$ cat src/rtl/write_buffer_controller.sv
// Store-path write buffer: queues CPU word writes for main memory, updates the cache
// on write hits and forwards still-buffered data to the read path.
module write_buffer_controller #(
    parameter int DEPTH  = 4,
    parameter int ADDR_W = 15,
    parameter int DATA_W = 32
) (
    input  logic                       clk,
    input  logic                       rst,
    input  logic                       wr_req,
    input  logic [ADDR_W-1:0]          wr_addr,
    input  logic [DATA_W-1:0]          wr_data,
    output logic                       wr_ready,
    input  logic                       cache_hit,
    output logic                       cache_wr_en,
    output logic [ADDR_W-1:0]          cache_wr_addr,
    output logic [DATA_W-1:0]          cache_wr_data,
    output logic                       mem_wr_en,
    output logic [ADDR_W-1:0]          mem_wr_addr,
    output logic [DATA_W-1:0]          mem_wr_data,
    input  logic                       mem_ack,
    input  logic [ADDR_W-1:0]          rd_addr,
    output logic                       fwd_hit,
    output logic [DATA_W-1:0]          fwd_data,
    output logic [$clog2(DEPTH+1)-1:0] buf_count
);
    localparam int PTR_W = $clog2(DEPTH);
    localparam int CNT_W = $clog2(DEPTH + 1);

    typedef enum logic [1:0] {
        S_IDLE    = 2'd0,
        S_WRITE   = 2'd1,
        S_RECOVER = 2'd2
    } state_t;

    state_t            r_state;
    state_t            w_state_nxt;

    logic [ADDR_W-1:0] r_addr_q [DEPTH];
    logic [DATA_W-1:0] r_data_q [DEPTH];
    logic [PTR_W-1:0]  r_wptr;
    logic [PTR_W-1:0]  r_rptr;
    logic [CNT_W-1:0]  r_count;

    logic              w_push;
    logic              w_pop;

    logic              r_cache_vld_p1;
    logic [ADDR_W-1:0] r_cache_addr_p1;
    logic [DATA_W-1:0] r_cache_data_p1;

    logic              w_fwd_hit;
    logic [DATA_W-1:0] w_fwd_data;
    logic [PTR_W-1:0]  w_fwd_idx;

    // Full is judged on the registered count, so a pop in the same cycle never
    // frees a slot early.
    assign wr_ready  = (r_count != CNT_W'(DEPTH));
    assign w_push    = wr_req && wr_ready;
    assign buf_count = r_count;

    // FIFO control: pointers wrap naturally because DEPTH is a power of two.
    always_ff @(posedge clk) begin
        if (rst) begin
            r_wptr  <= '0;
            r_rptr  <= '0;
            r_count <= '0;
        end else begin
            if (w_push) begin
                r_wptr <= r_wptr + PTR_W'(1);
            end
            if (w_pop) begin
                r_rptr <= r_rptr + PTR_W'(1);
            end
            case ({w_push, w_pop})
                2'b10:   r_count <= r_count + CNT_W'(1);
                2'b01:   r_count <= r_count - CNT_W'(1);
                default: r_count <= r_count;
            endcase
        end
    end

    always_ff @(posedge clk) begin
        if (w_push) begin
            r_addr_q[r_wptr] <= wr_addr;
            r_data_q[r_wptr] <= wr_data;
        end
    end

    // p0 -> p1: cache write-through strobe, one cycle after the accepting edge
    always_ff @(posedge clk) begin
        if (rst) begin
            r_cache_vld_p1 <= 1'b0;
        end else begin
            r_cache_vld_p1 <= w_push && cache_hit;
        end
    end

    always_ff @(posedge clk) begin
        if (w_push && cache_hit) begin
            r_cache_addr_p1 <= wr_addr;
            r_cache_data_p1 <= wr_data;
        end
    end

    assign cache_wr_en   = r_cache_vld_p1;
    assign cache_wr_addr = r_cache_vld_p1 ? r_cache_addr_p1 : '0;
    assign cache_wr_data = r_cache_vld_p1 ? r_cache_data_p1 : '0;

    // Drain FSM
    always_ff @(posedge clk) begin
        if (rst) begin
            r_state <= S_IDLE;
        end else begin
            r_state <= w_state_nxt;
        end
    end

    always_comb begin
        w_state_nxt = r_state;
        w_pop       = 1'b0;
        mem_wr_en   = 1'b0;
        mem_wr_addr = '0;
        mem_wr_data = '0;
        case (r_state)
            S_IDLE: begin
                if (r_count != '0) begin
                    w_state_nxt = S_WRITE;
                end
            end
            S_WRITE: begin
                mem_wr_en   = 1'b1;
                mem_wr_addr = r_addr_q[r_rptr];
                mem_wr_data = r_data_q[r_rptr];
                if (mem_ack) begin
                    w_pop       = 1'b1;
                    w_state_nxt = S_RECOVER;
                end
            end
            S_RECOVER: begin
                w_state_nxt = (r_count != '0) ? S_WRITE : S_IDLE;
            end
            default: begin
                w_state_nxt = S_IDLE;
            end
        endcase
    end

    // Forwarding scans oldest to youngest so the last match (youngest) wins.
    always_comb begin
        w_fwd_hit  = 1'b0;
        w_fwd_data = '0;
        w_fwd_idx  = '0;
        for (int k = 0; k < DEPTH; k++) begin
            w_fwd_idx = r_rptr + PTR_W'(k);
            if ((CNT_W'(k) < r_count) && (r_addr_q[w_fwd_idx] == rd_addr)) begin
                w_fwd_hit  = 1'b1;
                w_fwd_data = r_data_q[w_fwd_idx];
            end
        end
    end

    assign fwd_hit  = w_fwd_hit;
    assign fwd_data = w_fwd_data;

endmodule

$ cat config.mk
export PLATFORM = sky130hd
export DESIGN_NAME = write_buffer_controller
export DESIGN_NICKNAME = d
export VERILOG_FILES = /design/src/rtl/write_buffer_controller.sv
export SDC_FILE = /design/constraint.sdc
export NUM_CORES = 1
export LEC_CHECK = 0
export CAP_MARGIN = 25
export CORE_AREA = 2 2 185 187
export DETAILED_ROUTE_END_ITERATION = 10
export DIE_AREA = 0 0 187 189
export PLACE_DENSITY = 0.73
export SYNTH_ARGS = -nofsm -noshare
export SYNTH_HDL_FRONTEND = slang
export SYNTH_SLANG_ARGS = --single-unit
$ cat constraint.sdc
create_clock -name clk -period 3.3 [get_ports clk]
set_clock_uncertainty 0.1 [all_clocks]
set_input_delay 0.66 -clock clk [delete_from_list [all_inputs] [get_ports clk]]
set_output_delay 0.66 -clock clk [all_outputs]
set_load 0.02 [all_outputs]
After elaboration in Yosys (flattened, before gate mapping)
Memory sizes are Yosys's and may differ from the RTL's. A register that Yosys moved wholly into a read port is not among the register bits. Index checks and enable logic that the tools add are counted.

$add $sub $neg: 6. $lt $le $gt $ge: 4. Eq/ne operators: 11. Muxes and demuxes: 26. Reductions and logical operators: 10.

Operators by type and width (count): $mux 32 (6); $eq 15x15->1 (4); $mux 15 (2); $mux 2 (6); $mux 1 (10); $logic_and 1x1->1 (6); $lt 1x3->1 const A (2); $lt 2x3->1 const A (2); $pmux 2 s3 (1); $pmux 3 s2 (1); $add 2x1->2 const B (2); $add 2x2->2 const B (2); $eq 2x1->1 const B (2); $eq 2x2->1 const B (2); $ne 2x2->1 const B (2); $add 3x1->3 const B (1); $ne 3x3->1 const B (1); $reduce_bool 3->1 (1); $sub 3x1->3 const B (1); $logic_not 2->1 (1); $reduce_and 2->1 (1); $reduce_bool 2->1 (1).

Register bits after elaboration: 57. RAM bits: 188. Input port bits: 67. Output and inout bits: 133. Logic and storage cells: 66. Memories: 2.

Memories: r_data_q (depth 4, bits a word 32, rd ports 4, clocked after Yosys merged registers in 1, wr ports 1, line 40) `logic [DATA_W-1:0] r_data_q [DEPTH];`; r_addr_q (depth 4, bits a word 15, rd ports 4, clocked after Yosys merged registers in 1, wr ports 1, line 39) `logic [ADDR_W-1:0] r_addr_q [DEPTH];`.

Longest topological paths before layout
Gate-level depths: netlist of run 1. An unclocked memory read counts as a cell.

Word-level depth: 7. Depth in mapped cells: 13. Gate-level depth less buffers: 9.

Worst setup path after synthesis of run 1
Ideal clock, no wire load.

Path type: flip-flop to output port. From: reg r_rptr[1]. To: out fwd_data[12]. Arrival: 2.716 ns. Data required time: 2.540 ns. Path slack: -0.176 ns. Cell stages (with the launch flop): 11. Cells stage by stage: dfxtp_1 buf_4 mux4_2 xor2_1 nor4_1 nand2_1 or2_1 clkbuf_1 a21boi_1 clkbuf_1 a31oi_1.

Longest elaborated chain between the ends: 7.

Ends and longest elaborated chain: start, declared (line 42) `logic [PTR_W-1:0] r_rptr;`; start signal, assigned (line 73) `r_rptr <= r_rptr + PTR_W'(1);`; $add 2x1->2 (line 155) `w_fwd_idx = r_rptr + PTR_W'(k);`; $mem_v2 4x15; $eq 15x15->1 (line 156) `if ((CNT_W'(k) < r_count) && (r_addr_q[w_fwd_idx] == rd_addr)) begin`; $logic_and 1x1->1 (line 156); $mux 32 (2 in a row) (line 156); $mux 32 (*) (line 156); end, declared (line 24) `output logic [DATA_W-1:0] fwd_data,`.

Every way passes the cells marked *; elsewhere a longest branch is shown, timed or not.

Worst setup path after layout of run 1
From: reg r_rptr[0]. To: out fwd_data[25].

The elaborated chain is that of the path after synthesis.

==> reports/metrics.yaml, run 1 <==
yosys:
  syn_avg_cell_area_um2: 13.68
  ys_async_sr_fraction_pct: 0
  ys_seq_area_share_pct: 50.46
  yosysWarnings: 0
  synthesis.area_mm2: 0.01446
  syn_inst: 1057
  synth-seq-cells: 247
  syn_nets: 1133
  synth_edf_count: 235
  ys_types: 51
  synthFlopType: "edfxtp_1"
worst_setup_path:
  crit_start: "r_rptr[0]$_SDFFE_PP0P_"
  r2r-start: "buf_count[0]$_SDFFE_PP0P_"
  worstPathArrival_ns: 3.49
  end_kind: "primary output"
  cpPeakStageDelay_ns: 0.50
  worstSetupStartpointType: "flop"
  reg2reg_depth: 9
  crit_chain: "buf_12 -> mux4_2 -> xnor2_1 -> nand2_1 -> a2111o_1 -> buf_4 -> or3_4 -> clkbuf_16 -> nand3_2 -> a31oi_4 -> buf_6"
  path_max_fanout: 8
  cpMaxStageDelayCell: "mux4_2"
  required_ns: 2.54
  criticalPathCategory: "flop to primary output"
  rrSetupSlack_ns: 0.96
clock_network:
  numCtsBuffers: 27
  cts_buffer_depth: 3
  tritoncts: "yes"
  hold_buffers: 0
  htreeDepth: 1
  worstSkewPairLatency_ns: 0.54
  clkTransAtPathRegs_ns: 0.06
  root_buffer: "clkbuf_16"
  cts_sinks: 247
floorplan:
  num_rows: 67
  die_h_um: 189
  coreArea_mm2: 0.03328
  initial_core_util_pct: 43.45
  dieWidth_um: 187
  io-pin-count: 200
  die-area_mm2: 0.03534
placement:
  dpl.hpwl_mm: 27.11
  gp_congestion: 0.8892
  placed_cells: 1762
  port_buffers: 199
sta:
  drv_slew: 0
  timing.hold.ws_ns: 0.4270
  fmax_ghz: 0.2351
  fin_ws_ns: -0.9529
  worstMarginPinSlew_ns: 1.029
  period_needed_ns: 4.253
  hold_viol: 0
  fin_crit_sh_pct: 128.9
  finalSetupViolCount: 33
  grt_setup_unrepaired: "true"
  maxSlewHeadroom_pct: 31.37
min_path:
  whs_path_depth: 2
  hp-start: "r_state[0]$_SDFFE_PP0P_"
  hp-class: "flop to flop"
power_and_ir_drop:
  ir_drop_mv: 0.5147
  power_density_mw_per_mm2: 481.9
  power.leakage_nw: 6.960
global_route:
  grt_antenna_before_repair: 2
  grt_usage_pct: 23.62
  grt_max_degree: 91
  grt_pass1_wl_mm: 64.12
  grt_pass1_vias: 10870
  grt_overflow: 0
cells_and_area:
  nets: 1466
  utilization_pct: 62.21
  syn_to_final_growth_pct: 43.17
  drive_above_1_share_pct: 39.11
  num-fill-cells: 2463
  antenna_cells: 0
  fin_cells: 1857
detailed_routing:
  wl_per_cell_um: 23.41
  antenna_left: 0
  drt_first_pass_iters: 5
  drc: 0
  drt_iter0_markers: 952
  vias: 10860
  viasPerCell: 5.847
  drt_wl_total_mm: 43.47
status:
  status: "finished with violations"
  violations: "negative setup slack"
run:
  maxCapViolCount: 0
critical path, delay by kind of cell (launching register included):
kind | cells | cell delay [ns]
AO/OA/AOI/OAI | 2 | 0.53
flip-flops | 1 | 0.46
multiplexers | 1 | 0.50
XOR/XNOR | 1 | 0.16
AND/OR/NAND/NOR | 3 | 0.60
buffers and inverters | 4 | 0.70
through the flow:
stage          power (mW)  setup TNS (ns)  cell area (um^2)  setup slack (ns)
2_1_floorplan       5.667         -0.9872             15160          -0.03704
3_3_place_gp        6.728          -35.17             18550            -1.111
3_5_place_dp        6.787          -35.39             18550            -1.117
4_1_cts             9.898          -28.44             20240           -0.9424
5_1_grt             10.36          -32.41             20700            -1.022
6_report            9.977          -29.72             20700           -0.9529
final cells by class:
type                            instances  area, um^2  share of cell area (%)
Multi-Input combinational cell        711        7821                   37.77
Inverter                                9       33.78                  0.1632
Clock inverter                         18       177.7                  0.8581
Sequential cell                       247        7313                   35.32
Timing Repair Buffer                  394        4111                   19.86
Tap cell                              448       560.5                   2.707
Clock buffer                           30       686.9                   3.318
timing repair:
action	CTS	global route
gates resized for setup	328	50
cloned	8	7
buffers inserted	18	16
setup endpoints to repair	66	53
pin swaps	23	44
final timing paths:
kind	endpoint
min reg2reg	r_state[0]$_SDFFE_PP0P_
max	fwd_data[25]
min	r_state[0]$_SDFFE_PP0P_
max reg2reg	buf_count[2]$_SDFFE_PP0P_
Yosys cell counts (4+ instances only):
cell type / n / area share, %
edfxtp_1: 235 / 49
mux4_2: 100 / 16
and2_1: 86 / 3.7
mux2i_1: 76 / 5.3
nor2_1: 56 / 1.5
nand2_1: 46 / 1.2
clkbuf_1: 41 / 1.1
a21oi_1: 38 / 1.3
mux2_2: 38 / 3.0
xnor2_1: 38 / 2.3
o211ai_1: 36 / 1.9
o22ai_1: 35 / 1.5
a31oi_1: 33 / 1.4
nand3_2: 30 / 2.1
xor2_1: 25 / 1.5
buf_2: 21 / 0.73
buf_1: 12 / 0.31
dfxtp_1: 12 / 1.7
and3_1: 9 / 0.39
ha_1: 9 / 0.78
buf_4: 8 / 0.42
buf_6: 8 / 0.62
inv_1: 8 / 0.21
o21ai_0: 7 / 0.24
nor3_1: 6 / 0.21
nand2b_1: 5 / 0.22
nand4_1: 5 / 0.22
nand3_1: 4 / 0.14
nor4_1: 4 / 0.17
routing by layer:
metal,up-vias,track usage [%],part of all wire (%)
met5,-,0,0.067
met1,5478,31.26,41
li1,4822,-,-
met3,84,3.373,6.9
met4,4,6.197,2.6
met2,470,40.98,50
cell usage in the layout, fill, tap and decap left out, types with 30 or more instances in the layout:
cell / n
edfxtp_1: 235
buf_4: 143
clkdlybuf4s50_1: 131
mux4_2: 100
and2_1: 86
mux2i_1: 73
nor2_1: 56
nand2_1: 45
buf_6: 44
mux2_2: 38
a21oi_1: 38
o211ai_1: 36
clkbuf_16: 33
xnor2_1: 32
o22ai_4: 30
logic make-up (layout without fill, tap and decap cells):
kind of cell / count (synthesis) / in the layout / synth area share (%)
flip-flops: 247 / 247 / 50.46
AND/OR/NAND/NOR: 260 / 260 / 10.47
XOR/XNOR: 63 / 63 / 3.816
multiplexers: 214 / 214 / 23.79
AO/OA/AOI/OAI: 165 / 165 / 7.311
buffers and inverters: 99 / 451 / 3.374
adder cells (fa/ha/maj): 9 / 9 / 0.7787
where the power goes:
group,switching [mW],internal (mW)
sequential,0.139,3.67
clock,1.23,1.73
combinational,1.65,1.56
total,3.02,6.96
state kept, by name (all words and copies together) (netlist names), named ones only:
| name | cells |
|---|---|
| r_data_q | 128 |
| r_state | 2 |
| r_wptr | 2 |
| r_cache_data_p1 | 32 |
| r_cache_addr_p1 | 15 |
| cache_wr_en | 1 |
| r_addr_q | 60 |
| buf_count | 3 |
| r_rptr | 2 |
Note: power is estimated with default switching activity, not from simulation.
==> run 2, diff against run 1 <==
--- a/config.mk
+++ b/config.mk
@@ -9,6 +9,7 @@
 export CORE_AREA = 2 2 185 187
 export DETAILED_ROUTE_END_ITERATION = 10
 export DIE_AREA = 0 0 187 189
+export HOLD_SLACK_MARGIN = 0.08
 export PLACE_DENSITY = 0.73
 export SYNTH_ARGS = -nofsm -noshare
 export SYNTH_HDL_FRONTEND = slang
==> results of run 2 <==
Same layout as run 1: the final DEF is identical, and so are final timing and power.
